--- config.mk ---
export PLATFORM = sky130hd
export DESIGN_NAME = fifo_rd_ctrl
export DESIGN_NICKNAME = d
export VERILOG_FILES = /design/src/rtl/fifo_pkg.sv /design/src/rtl/gray_sync.sv /design/src/rtl/fifo_rd_ctrl.sv
export SDC_FILE = /design/constraint.sdc
export NUM_CORES = 1
export LEC_CHECK = 0
export CAP_MARGIN = 20
export CORE_ASPECT_RATIO = 0.8
export CORE_UTILIZATION = 43
export CTS_BUF_LIST = sky130_fd_sc_hd__clkbuf_8
export CTS_CLUSTER_DIAMETER = 120
export DETAILED_ROUTE_END_ITERATION = 8
export PLACE_DENSITY = 0.68
export RECOVER_POWER = 50
export SLEW_MARGIN = 15
export SYNTH_ARGS = -nofsm -noshare
export SYNTH_HDL_FRONTEND = slang
export SYNTH_SLANG_ARGS = --single-unit
export TNS_END_PERCENT = 1
--- constraint.sdc ---
create_clock -name Clk -period 8.6 [get_ports Clk]
set_input_delay 2.58 -clock Clk [delete_from_list [all_inputs] [get_ports Clk]]
set_output_delay 2.58 -clock Clk [all_outputs]
set_load 0.01 [all_outputs]
--- src/rtl/fifo_pkg.sv ---
// fifo_pkg: shared constants and pointer helpers for the async FIFO control blocks
//   DEF_PTR_WIDTH   : default pointer width, including the wrap bit
//   DEF_SYNC_STAGES : default synchroniser depth
//   DEPTH           : FIFO depth for the default pointer width
//   depth_of()      : FIFO depth for a given pointer width
//   gray2bin()      : Gray to binary conversion, zero-extended to 32 bits
package fifo_pkg;

    localparam int DEF_PTR_WIDTH   = 12;
    localparam int DEF_SYNC_STAGES = 2;

    function automatic int depth_of(input int w);
        return 1 << (w - 1);
    endfunction

    localparam int DEPTH = depth_of(DEF_PTR_WIDTH);

    // Zero-extending a Gray value keeps the upper binary bits at zero,
    // so one fixed-width converter serves every pointer width up to 32.
    function automatic logic [31:0] gray2bin(input logic [31:0] g);
        logic [31:0] b;
        b[31] = g[31];
        for (int i = 30; i >= 0; i--) b[i] = b[i + 1] ^ g[i];
        return b;
    endfunction

endpackage

--- src/rtl/gray_sync.sv ---
// gray_sync: multi-flop synchroniser for a Gray-coded pointer bus
//   Clk      : destination-domain clock
//   Clear_in : synchronous active-high clear, empties every stage
//   d        : Gray bus from the foreign clock domain
//   q        : synchronised Gray bus, SYNC_STAGES cycles later
module gray_sync #(
    parameter int PTR_WIDTH   = 12,
    parameter int SYNC_STAGES = 2
) (
    input  logic                 Clk,
    input  logic                 Clear_in,
    input  logic [PTR_WIDTH-1:0] d,
    output logic [PTR_WIDTH-1:0] q
);

    // Pure flop chain: only one Gray bit changes per pointer step, so a
    // metastable capture resolves to either the old or the new pointer.
    logic [PTR_WIDTH-1:0] stg [SYNC_STAGES];

    always_ff @(posedge Clk) begin
        if (Clear_in) begin
            for (int i = 0; i < SYNC_STAGES; i++) stg[i] <= '0;
        end else begin
            stg[0] <= d;
            for (int i = 1; i < SYNC_STAGES; i++) stg[i] <= stg[i - 1];
        end
    end

    assign q = stg[SYNC_STAGES - 1];

endmodule

--- src/rtl/fifo_rd_ctrl.sv ---
// fifo_rd_ctrl: read-domain control for the async FIFO (empty, level and error flags)
//   Clk             : read-domain clock
//   Clear_in        : synchronous active-high clear, highest priority
//   WrGray_in       : Gray write pointer, asynchronous to Clk
//   RdGray_in       : Gray read pointer from the local read counter
//   RdReq_in        : consumer read request
//   RdEn_out        : read enable to the read counter and RAM read port
//   Empty_out       : FIFO empty, exact, from registers only
//   AlmostEmpty_out : Level_out <= ALMOST_EMPTY_TH, or empty
//   Level_out       : registered fill level, lags Empty_out
//   Underflow_out   : sticky, read requested while empty
//   LevelErr_out    : sticky, computed level exceeded DEPTH
module fifo_rd_ctrl
    import fifo_pkg::*;
#(
    parameter int PTR_WIDTH       = DEF_PTR_WIDTH,
    parameter int SYNC_STAGES     = DEF_SYNC_STAGES,
    parameter int ALMOST_EMPTY_TH = 4
) (
    input  logic                 Clk,
    input  logic                 Clear_in,
    input  logic [PTR_WIDTH-1:0] WrGray_in,
    input  logic [PTR_WIDTH-1:0] RdGray_in,
    input  logic                 RdReq_in,
    output logic                 RdEn_out,
    output logic                 Empty_out,
    output logic                 AlmostEmpty_out,
    output logic [PTR_WIDTH-1:0] Level_out,
    output logic                 Underflow_out,
    output logic                 LevelErr_out
);

    localparam logic [PTR_WIDTH-1:0] DEPTH_L = PTR_WIDTH'(depth_of(PTR_WIDTH));
    localparam logic [PTR_WIDTH-1:0] AE_TH   = PTR_WIDTH'(ALMOST_EMPTY_TH);

    logic [PTR_WIDTH-1:0] wr_sync;
    logic [PTR_WIDTH-1:0] wr_bin_r;
    logic [PTR_WIDTH-1:0] rd_bin;
    logic [PTR_WIDTH-1:0] level_next;

    gray_sync #(
        .PTR_WIDTH  (PTR_WIDTH),
        .SYNC_STAGES(SYNC_STAGES)
    ) u_wr_sync (
        .Clk     (Clk),
        .Clear_in(Clear_in),
        .d       (WrGray_in),
        .q       (wr_sync)
    );

    // Comparing Gray codes directly keeps Empty_out off the converter path.
    assign Empty_out       = (wr_sync == RdGray_in);
    assign RdEn_out        = RdReq_in & ~Empty_out;
    assign AlmostEmpty_out = (Level_out <= AE_TH) | Empty_out;
    assign rd_bin          = PTR_WIDTH'(gray2bin(32'(RdGray_in)));
    // Modulo subtraction handles the pointer wrap without a special case.
    assign level_next      = wr_bin_r - rd_bin;

    always_ff @(posedge Clk) begin
        if (Clear_in) begin
            wr_bin_r      <= '0;
            Level_out     <= '0;
            Underflow_out <= 1'b0;
            LevelErr_out  <= 1'b0;
        end else begin
            wr_bin_r      <= PTR_WIDTH'(gray2bin(32'(wr_sync)));
            Level_out     <= level_next;
            Underflow_out <= Underflow_out | (RdReq_in & Empty_out);
            LevelErr_out  <= LevelErr_out | (level_next > DEPTH_L);
        end
    end

endmodule
==> results of run 1 <==
layer usage:
layer | vias up | GRT usage | routed length, um
met3 | 5 | 0.03981 | 222
li1 | 850 | - | -
met1 | 703 | 0.1920 | 1837
met2 | 48 | 0.2746 | 1768
met5 | - | 0 | 0
met4 | 0 | 0.05720 | 48
power by group:
group          internal [mW]  total [mW]  switching (mW)  leakage (nW)
combinational          0.161       0.311           0.150         0.779
clock                 0.0557       0.133          0.0773        0.0362
sequential             0.268       0.285          0.0165         0.414
total                  0.485       0.729           0.243          1.23
per-stage QoR:
stage	instances	utilization	setup WS (ns)
2_1_floorplan	232	-	2.365
3_3_place_gp	333	0.5528	1.536
3_5_place_dp	333	0.5528	1.491
4_1_cts	340	0.5691	1.530
5_1_grt	340	0.5684	1.368
6_report	340	0.5684	1.554
cell families (layout without fill, tap and decap cells):
| kind of cell | count (synthesis) | in the layout | share of synthesized area |
|---|---|---|---|
| flops | 50 | 50 | 0.4287 |
| fa+ha+maj | 12 | 12 | 0.06752 |
| simple gates | 84 | 84 | 0.1972 |
| compound gates | 25 | 25 | 0.06592 |
| xor+xnor | 44 | 44 | 0.2101 |
| buf+inv | 16 | 62 | 0.02572 |
| mux | 1 | 1 | 0.004823 |
flip-flops by register name, summed over array words and instances (netlist names):
name           cells
Level_out         12
u_wr_sync.stg     24
LevelErr_out       1
wr_bin_r          12
Underflow_out      1
synthesized netlist by cell type (all sizes together):
cell type and n:
inv 11, and3b 1, o21a 2, a311oi 1, o31ai 1, nand4b 2
clkbuf 5, nand4 1, ha 11, a22oi 1, a21oi 7, o21ai 7
and4 1, fa 1, nor4 5, a21boi 1, nor3b 2, nor4bb 1
a21o 3, mux2 1, xnor3 4, xor2 27, nand2b 2, xnor2 13
nor3 2, or4 1, dfxtp 50, a31oi 1, nand3 2, nor2b 29
o311ai 1, and2 4, nor2 24, nand2 7
path summary, 6_finish.rpt:
path | startpoint | end | slack (ns) | cells after the start
max reg2reg | u_wr_sync.stg[0][21] | wr_bin_r[0] | 6.07 | 8
max | RdGray_in[6] | RdEn_out | 1.55 | 6
min | u_wr_sync.stg[0][2] | u_wr_sync.stg[0][14] | 0.44 | 1
min reg2reg | u_wr_sync.stg[0][2] | u_wr_sync.stg[0][14] | 0.44 | 1
layout make-up:
cell class / count / area (um^2) / share of cell area
tap: 62 / 77.57 / 0.02664
timing repair buffer: 44 / 434.2 / 0.1491
multi-input combinational: 166 / 1274 / 0.4375
sequential: 50 / 1001 / 0.3438
inverter: 11 / 41.29 / 0.01418
clock buffer: 5 / 68.82 / 0.02364
clock inverter: 2 / 15.01 / 0.005157
critical path, cell delays in order:
cell             delay [ns]
clkdlybuf4s50_1        0.50
xor2_1                 0.21
nor4_1                 0.30
nand3_1                0.20
and2_1                 0.20
clkdlybuf4s50_1        0.47
==> summary.txt, run 1 <==
Run status
  • Status: finished with violations
  • Failing checks: design-rule violations, max-capacitance violations, max-slew violations

Clock tree
  • Clk sinks: 50
  • PostCTS Resize Cnt: 0
  • CTS tree: done
  • Worst-Skew Late Latency: 0.30 ns
  • Root buffer cell: clkbuf_8
  • Clock buffer depth: 2
  • H-tree depth reported by CTS: 2
  • Hold-fix buffers, CTS: 0
  • Number of CTS-inserted buffers: 5
  • Clk slew on worst S/H paths: 0.09 ns
  • Setup bufs post-CTS: 0

Cells and area
  • Final-layout fill cell count: 469
  • Share of cells above drive strength 1: 0.05036
  • Commonest non-fill, non-tap cell in the layout: dfxtp_1
  • Diode count: 0
  • Fin area: 2912 um^2
  • Area growth from synthesis to layout: 24.71%
  • Most frequent cells in the layout: 50 x dfxtp_1, 42 x clkdlybuf4s50_1, 29 x nor2b_1
  • Final Net Count: 317

STA
  • Max_slew headroom: -0.2324
  • Hold Slack: 0.4403 ns
  • F_max: 0.1419 GHz
  • TNS Setup: 0 ns
  • Tcrit/Tclk final: 0.8193
  • Clock Skew: 0.004473 ns
  • Slew @ Worst Pin: 1.849 ns
  • RSZ-0062 raised after global routing: no
  • Period minus WS final: 7.046 ns
  • Setup violators final: 0
  • Max-slew violation count: 47
  • Hold Vio Cnt, Final: 0

Logic synthesis
  • Main area contributors after synthesis: dfxtp_1 43%, xor2_1 8.3%, nor2b_1 7.8%
  • Flops & latches, synth: 50
  • Avg Cell Area, Syn: 10.06 um^2
  • Unique cell type count in the Yosys netlist: 37
  • Top cell type's share of synthesized area: 0.4287
  • Synth Cell Area: 2335 um^2
  • Gate Count Post-Synth: 232
  • Post-Syn Nets: 271
  • Sequential cell area fraction in the yosys report: 0.4287
  • Yosys Warn Count: 0
  • Cell taking the most area after synthesis: dfxtp_1

Setup path
  • Crit path kind: input port to primary output
  • CP Launch Type: input port
  • Crit end category: primary output
  • Req. time, crit path: 6.02 ns
  • CP arrival: 4.47 ns
  • Highest fanout seen on the critical path: 3

Routing
  • Routed vias: 1606
  • Final wirelength: 3877 um
  • WL/cell: 11.40 um
  • DRC Markers: 4
  • ANT nets after route: 0
  • 1st-pass router iterations: 7
  • Vias/cell: 4.724
  • Starting DRT DRC Count: 72

Power and ir drop
  • Leakage power: 1.229 nW
  • Peak VDD IR: 0.1048 mV
  • Pwr Density: 250.3 nW/um^2
  • Tot Pwr: 728.7 uW

Global routing
  • Vias in the first global route: 1491
  • GR Overflow Total: 0
  • First-pass GRT wire length: 6768 um
  • GRT Resource Usage Total: 0.1570
  • Pin count of the biggest net entering global routing: 47
  • Number of antenna violations at the first check in global routing: 0

Floorplanning
  • I/O pins: 44
  • DIE HEIGHT: 67.91 um
  • Num rows: 23
  • Area of the die: 5730 um^2
  • Die W: 84.39 um
  • Initial Utilization: 0.4558
  • Core area: 5122 um^2

Place
  • Port bufs: 43
  • Global placement routability congestion: 0.7221
  • DP Area: 2831 um^2
  • Final HPWL DP: 2987 um

Min path
  • Worst hold path class: flip-flop to flip-flop

Run
  • MaxCap Viol Count: 1
No activity file was read; power rests on OpenSTA's default activity.
==> run 2: changes to the inputs <==
PLACE_DENSITY = 0.71   (was 0.68)
clock period = 6 ns   (was 8.6 ns; I/O delays follow)
==> run 2 against run 1 <==
Global-route usage grew 0.074 points. Largest power group unchanged. Register-to-register slack lost 2.5 ns. Critical path type is now input port to flip-flop. Power grew 56%. The run ends with design-rule violations left. Via count grew 3.3%.
==> summary.txt, run 2 (synthesis gave the netlist of run 1 again) <==
Floorplanning
  • Area of the die: 5730 um^2
  • I/O pins: 44
  • Core area: 5122 um^2
  • Num rows: 23
  • Initial Utilization: 0.4558
  • Die W: 84.39 um
  • DIE HEIGHT: 67.91 um

Place
  • Port bufs: 43
  • Global placement routability congestion: 0.7461
  • DP Area: 2907 um^2
  • Final HPWL DP: 3191 um
  • Cells after DPL: 343

STA
  • Hold Vio Cnt, Final: 0
  • Clock Skew: 0.006881 ns
  • Tcrit/Tclk final: 0.9521
  • F_max: 0.1751 GHz
  • Max-slew violation count: 0
  • Period minus WS final: 5.712 ns
  • Setup violators final: 0
  • Slew @ Worst Pin: 0.7241 ns
  • Max_slew headroom: 0.5156

Cells and area
  • Max reg flops: 24
  • Top reg by flops: u_wr_sync.stg
  • Final Net Count: 328
  • Commonest non-fill, non-tap cell in the layout: dfxtp_1
  • Fin area: 3063 um^2
  • Diode count: 0
  • Fin cells: 352
  • Area growth from synthesis to layout: 31.19%
  • Share of cells above drive strength 1: 0.1069
  • Biggest regs: u_wr_sync.stg x24, Level_out x12, wr_bin_r x12
  • Most frequent cells in the layout: 50 x dfxtp_1, 30 x clkdlybuf4s50_1, 29 x nor2b_1

Global routing
  • GRT Resource Usage Total: 0.1577
  • Vias in the first global route: 1550
  • First-pass GRT wire length: 6796 um
  • GR Overflow Total: 0
  • Pin count of the biggest net entering global routing: 25
  • Number of antenna violations at the first check in global routing: 0

Routing
  • Vias/cell: 4.713
  • Final wirelength: 4004 um
  • 1st-pass router iterations: 6
  • Starting DRT DRC Count: 57
  • DRC Markers: 4
  • Routed vias: 1659
  • ANT nets after route: 0
  • WL/cell: 11.38 um

Setup path
  • CP arrival: 5.91 ns
  • Req. time, crit path: 6.19 ns
  • Highest fanout seen on the critical path: 3
  • CP Launch Type: input port
  • Crit end category: flip-flop
  • Crit path kind: input port to flip-flop
  • Flop-to-flop setup slack: 3.54 ns

Clock tree
  • H-tree depth reported by CTS: 2
  • Root buffer cell: clkbuf_8
  • Number of CTS-inserted buffers: 5
  • Worst-Skew Late Latency: 0.31 ns
  • Clk sinks: 50
  • Clock buffer depth: 2
  • Clk slew on worst S/H paths: 0.09 ns
  • CTS tree: done

Run status
  • Failing checks: design-rule violations
  • Status: finished with violations

Power and ir drop
  • Pwr Density: 372.3 nW/um^2
  • Leakage power: 1.340 nW
  • Peak VDD IR: 0.1509 mV

Run
  • MaxCap Viol Count: 0

Min path
  • Worst hold path class: flip-flop to flip-flop
==> run 2: changes by cell type in the layout (fill, tap and decap cells not counted), sizes merged <==
cell / change
inv: +1
dlygate4sd3: +12
buf: +12
clkinv: +1
clkbuf: -1
bufinv: +1
clkdlybuf4s50: -12
clkinvlp: -2
==> run 2: cell type report <==
type / count / area, um^2
flip-flops and latches: 50 / 1001
repair buffers: 55 / 520.5
inverters: 11 / 41.29
clock buffers: 5 / 68.82
well taps: 62 / 77.57
clock inverters: 3 / 47.55
fillers: 449 / 2059
multi-input cells: 166 / 1306
==> run 2: where the power goes <==
part,switching (mW),total [mW],internal [mW],leakage [nW]
Sequential,0.0227,0.407,0.384,0.414
Combinational,0.231,0.489,0.257,0.867
Clock,0.118,0.245,0.126,0.0587
==> run 2: routing by layer <==
| layer | part of all wire | global-route usage | vias up |
|---|---|---|---|
| li1 | - | - | 880 |
| met1 | 0.47 | 0.1820 | 732 |
| met2 | 0.48 | 0.2869 | 40 |
| met3 | 0.042 | 0.04101 | 7 |
| met4 | 0.014 | 0.06356 | 0 |
| met5 | 0 | 0 | - |
==> run 2: what timing repair did <==
action | 4_1_cts | 5_1_grt
hold buffers | 0 | 0
endpoints found under the setup margin | 0 | 3
resized for setup | 0 | 7
setup buffers | 0 | 1
==> run 2: path summary, 6_finish.rpt <==
path                                      startpoint                   end  cells past startpoint
worst min-delay path            u_wr_sync.stg[0][11]  u_wr_sync.stg[0][23]                      1
worst min register to register  u_wr_sync.stg[0][11]  u_wr_sync.stg[0][23]                      1
worst max-delay path                   RdGray_in[11]          LevelErr_out                     19
worst max register to register  u_wr_sync.stg[0][21]           wr_bin_r[0]                      8
==> run 2: critical path, stage by stage <==
cell and delay (ns):
clkdlybuf4s50_1 0.49, xnor3_2 0.48, xor2_4 0.18, xor2_2 0.24, xor2_2 0.28, xor2_4 0.20, xor2_2 0.21, xnor2_2 0.15
xnor2_1 0.09, ha_1 0.21, fa_1 0.39, nor2b_1 0.12, o21ai_1 0.09, a21oi_2 0.15, o21ai_1 0.10, a21oi_2 0.21
xnor2_1 0.16, nor4bb_2 0.23, a31oi_1 0.11
==> run 2: through the flow <==
stage	utilization	setup WS [ns]	hold WS (ns)	power, mW	setup TNS, ns
global route	0.5979	-0.01387	0.4522	1.222	-0.01387
global placement	0.5674	-0.03836	0.4169	0.8872	-0.03836
detailed placement	0.5674	-0.1865	0.4204	0.8980	-0.3016
floorplan	-	0.5446	0.4138	0.7265	0
finish	0.5979	0.2875	0.4399	1.140	0
CTS	0.5901	0.1570	0.4424	1.142	0
==> run 3: changes to the inputs <==
CTS_BUF_LIST = sky130_fd_sc_hd__clkbuf_4   (was sky130_fd_sc_hd__clkbuf_8)
GPL_TIMING_DRIVEN = 0   (was default)
PLACE_DENSITY = 0.72   (was 0.71)
==> run 3 against run 2 <==
Combinational power shrank 2%. Largest cell class unchanged. Power is 9.5% lower. Die area is the same. Critical path type unchanged. Global-route usage down 0.66 points. The run still ends with design-rule violations left. Count of clock-buffer cells in the layout unchanged. Largest power group unchanged.
==> summary.txt, run 3 (synthesis gave the netlist of run 1 again) <==
Power and ir drop
  • Leakage power: 1.268 nW
  • Peak VDD IR: 0.1271 mV
  • Pwr Density: 348.7 nW/um^2

Setup path
  • Crit path kind: input port to flip-flop
  • Crit end category: flip-flop
  • Critical path depth: 19
  • Highest fanout seen on the critical path: 4
  • CP max-delay cell: clkdlybuf4s50_1
  • Worst setup endpoint: LevelErr_out
  • FF-to-FF Start: u_wr_sync.stg[0][21]
  • Reg-to-Reg End: wr_bin_r[0]
  • CP arrival: 5.89 ns
  • Cell repeated most along the worst path: xor2_2
  • Worst path cell trace: clkdlybuf4s50_1, xnor3_2, xor2_4, xor2_2, xor2_2, xor2_4, xor2_2, xnor2_2, xnor2_1, ha_1, fa_1, nor2b_1, o21ai_0, a21oi_1, o21ai_2, a21oi_2, nor4_1, a311oi_1, a31oi_1
  • Delay-heaviest family, CP: XOR/XNOR gates
  • Req. time, crit path: 6.24 ns
  • Worst reg2reg path depth: 8
  • Flop-to-flop setup slack: 3.45 ns
  • CP peak stage delay: 0.51 ns
  • Worst setup path startpoint: RdGray_in[9]
  • CP Launch Type: input port
  • Worst Path Buf+Inv: 1

Routing
  • Routed vias: 1636
  • 1st-pass router iterations: 6
  • Starting DRT DRC Count: 34
  • Vias/cell: 4.701
  • DRC Markers: 4
  • Final wirelength: 3948 um
  • ANT nets after route: 0
  • WL/cell: 11.34 um

Cells and area
  • Diode count: 0
  • Area growth from synthesis to layout: 26.80%
  • Post-layout util: 0.5779
  • Max reg flops: 24
  • Most frequent cells in the layout: 50 x dfxtp_1, 37 x clkdlybuf4s50_1, 29 x nor2b_1
  • Biggest regs: u_wr_sync.stg x24, Level_out x12, wr_bin_r x12
  • Share of cells above drive strength 1: 0.08042
  • Commonest non-fill, non-tap cell in the layout: dfxtp_1
  • Final Net Count: 325
  • Final-layout fill cell count: 466
  • Top reg by flops: u_wr_sync.stg

Run status
  • Status: finished with violations
  • Failing checks: design-rule violations

Clock tree
  • Clock buffer depth: 2
  • Number of CTS-inserted buffers: 5
  • Clk slew on worst S/H paths: 0.13 ns
  • CTS tree: done
  • H-tree depth reported by CTS: 2
  • Root buffer cell: clkbuf_4
  • Clk sinks: 50
  • Worst-Skew Late Latency: 0.35 ns

Run
  • MaxCap Viol Count: 0

Global routing
  • GRT Resource Usage Total: 0.1511
  • Pin count of the biggest net entering global routing: 16
  • Number of antenna violations at the first check in global routing: 0
  • Vias in the first global route: 1517
  • GR Overflow Total: 0
  • First-pass GRT wire length: 6617 um

STA
  • Max-slew violation count: 0
  • Period minus WS final: 5.651 ns
  • Tcrit/Tclk final: 0.9419
  • F_max: 0.1769 GHz
  • Slew @ Worst Pin: 0.4636 ns
  • Clock Skew: 0.003978 ns
  • Max_slew headroom: 0.6909
  • TNS Setup: 0 ns
  • RSZ-0062 raised after global routing: no
  • Hold Slack: 0.4507 ns
  • Setup violators final: 0
  • Hold Vio Cnt, Final: 0

Place
  • Final HPWL DP: 3258 um
  • Global placement routability congestion: 0.7668
  • Port bufs: 42

Floorplanning
  • Initial Utilization: 0.4558
  • I/O pins: 44
  • Die W: 84.39 um
  • Area of the die: 5730 um^2
  • DIE HEIGHT: 67.91 um
  • Num rows: 23
  • Core area: 5122 um^2

Min path
  • Hold Crit Start: u_wr_sync.stg[0][3]
  • Worst hold path class: flip-flop to flip-flop
run 3: how the worst min path moves through the flow:
| stage | cells past startpoint | end |
|---|---|---|
| 2_1_floorplan | 1 | u_wr_sync.stg[0][12] |
| 3_3_place_gp | 1 | u_wr_sync.stg[0][18] |
| 3_5_place_dp | 1 | u_wr_sync.stg[0][15] |
| 4_1_cts | 1 | u_wr_sync.stg[0][15] |
| 5_1_grt | 1 | u_wr_sync.stg[0][21] |
| 6_report | 1 | u_wr_sync.stg[0][15] |
run 3: what timing repair did:
action	CTS	global route
pin swaps	0	5
setup buffers	0	5
gates cloned	0	0
hold buffers	0	0
setup endpoints to repair	1	2
gates resized for setup	1	7
run 3: routing by layer:
layer	global-route usage	up-vias	share of wire
li1	-	867	-
met4	0.03178	0	0.0068
met5	0	-	0
met2	0.2930	38	0.49
met1	0.1733	726	0.45
met3	0.03619	5	0.044
run 3: layout make-up:
cell class | instances | area [um^2] | area share
Clock inverter | 2 | 15.01 | 0.005072
Clock buffer | 5 | 37.54 | 0.01268
Buffer | 5 | 18.77 | 0.006340
Sequential cell | 50 | 1001 | 0.3381
Multi-Input combinational cell | 166 | 1306 | 0.4412
Inverter | 11 | 41.29 | 0.01395
Tap cell | 62 | 77.57 | 0.02620
Timing Repair Buffer | 47 | 462.9 | 0.1564
run 3: stage by stage:
| stage | cells | setup slack [ns] | area (um^2) | total power, mW |
|---|---|---|---|---|
| after floorplan | 232 | 0.5446 | 2335 | 0.7265 |
| after global placement | 336 | -0.3645 | 2833 | 0.8568 |
| after detailed placement | 336 | -0.4470 | 2833 | 0.8695 |
| after CTS | 343 | 0.01901 | 2889 | 1.016 |
| after global routing | 348 | 0.1001 | 2960 | 1.113 |
| final | 348 | 0.3486 | 2960 | 1.032 |
run 3: report_power, final:
group / switching (mW) / internal (mW)
registers: 0.0244 / 0.384
clock network: 0.101 / 0.0434
logic: 0.228 / 0.251
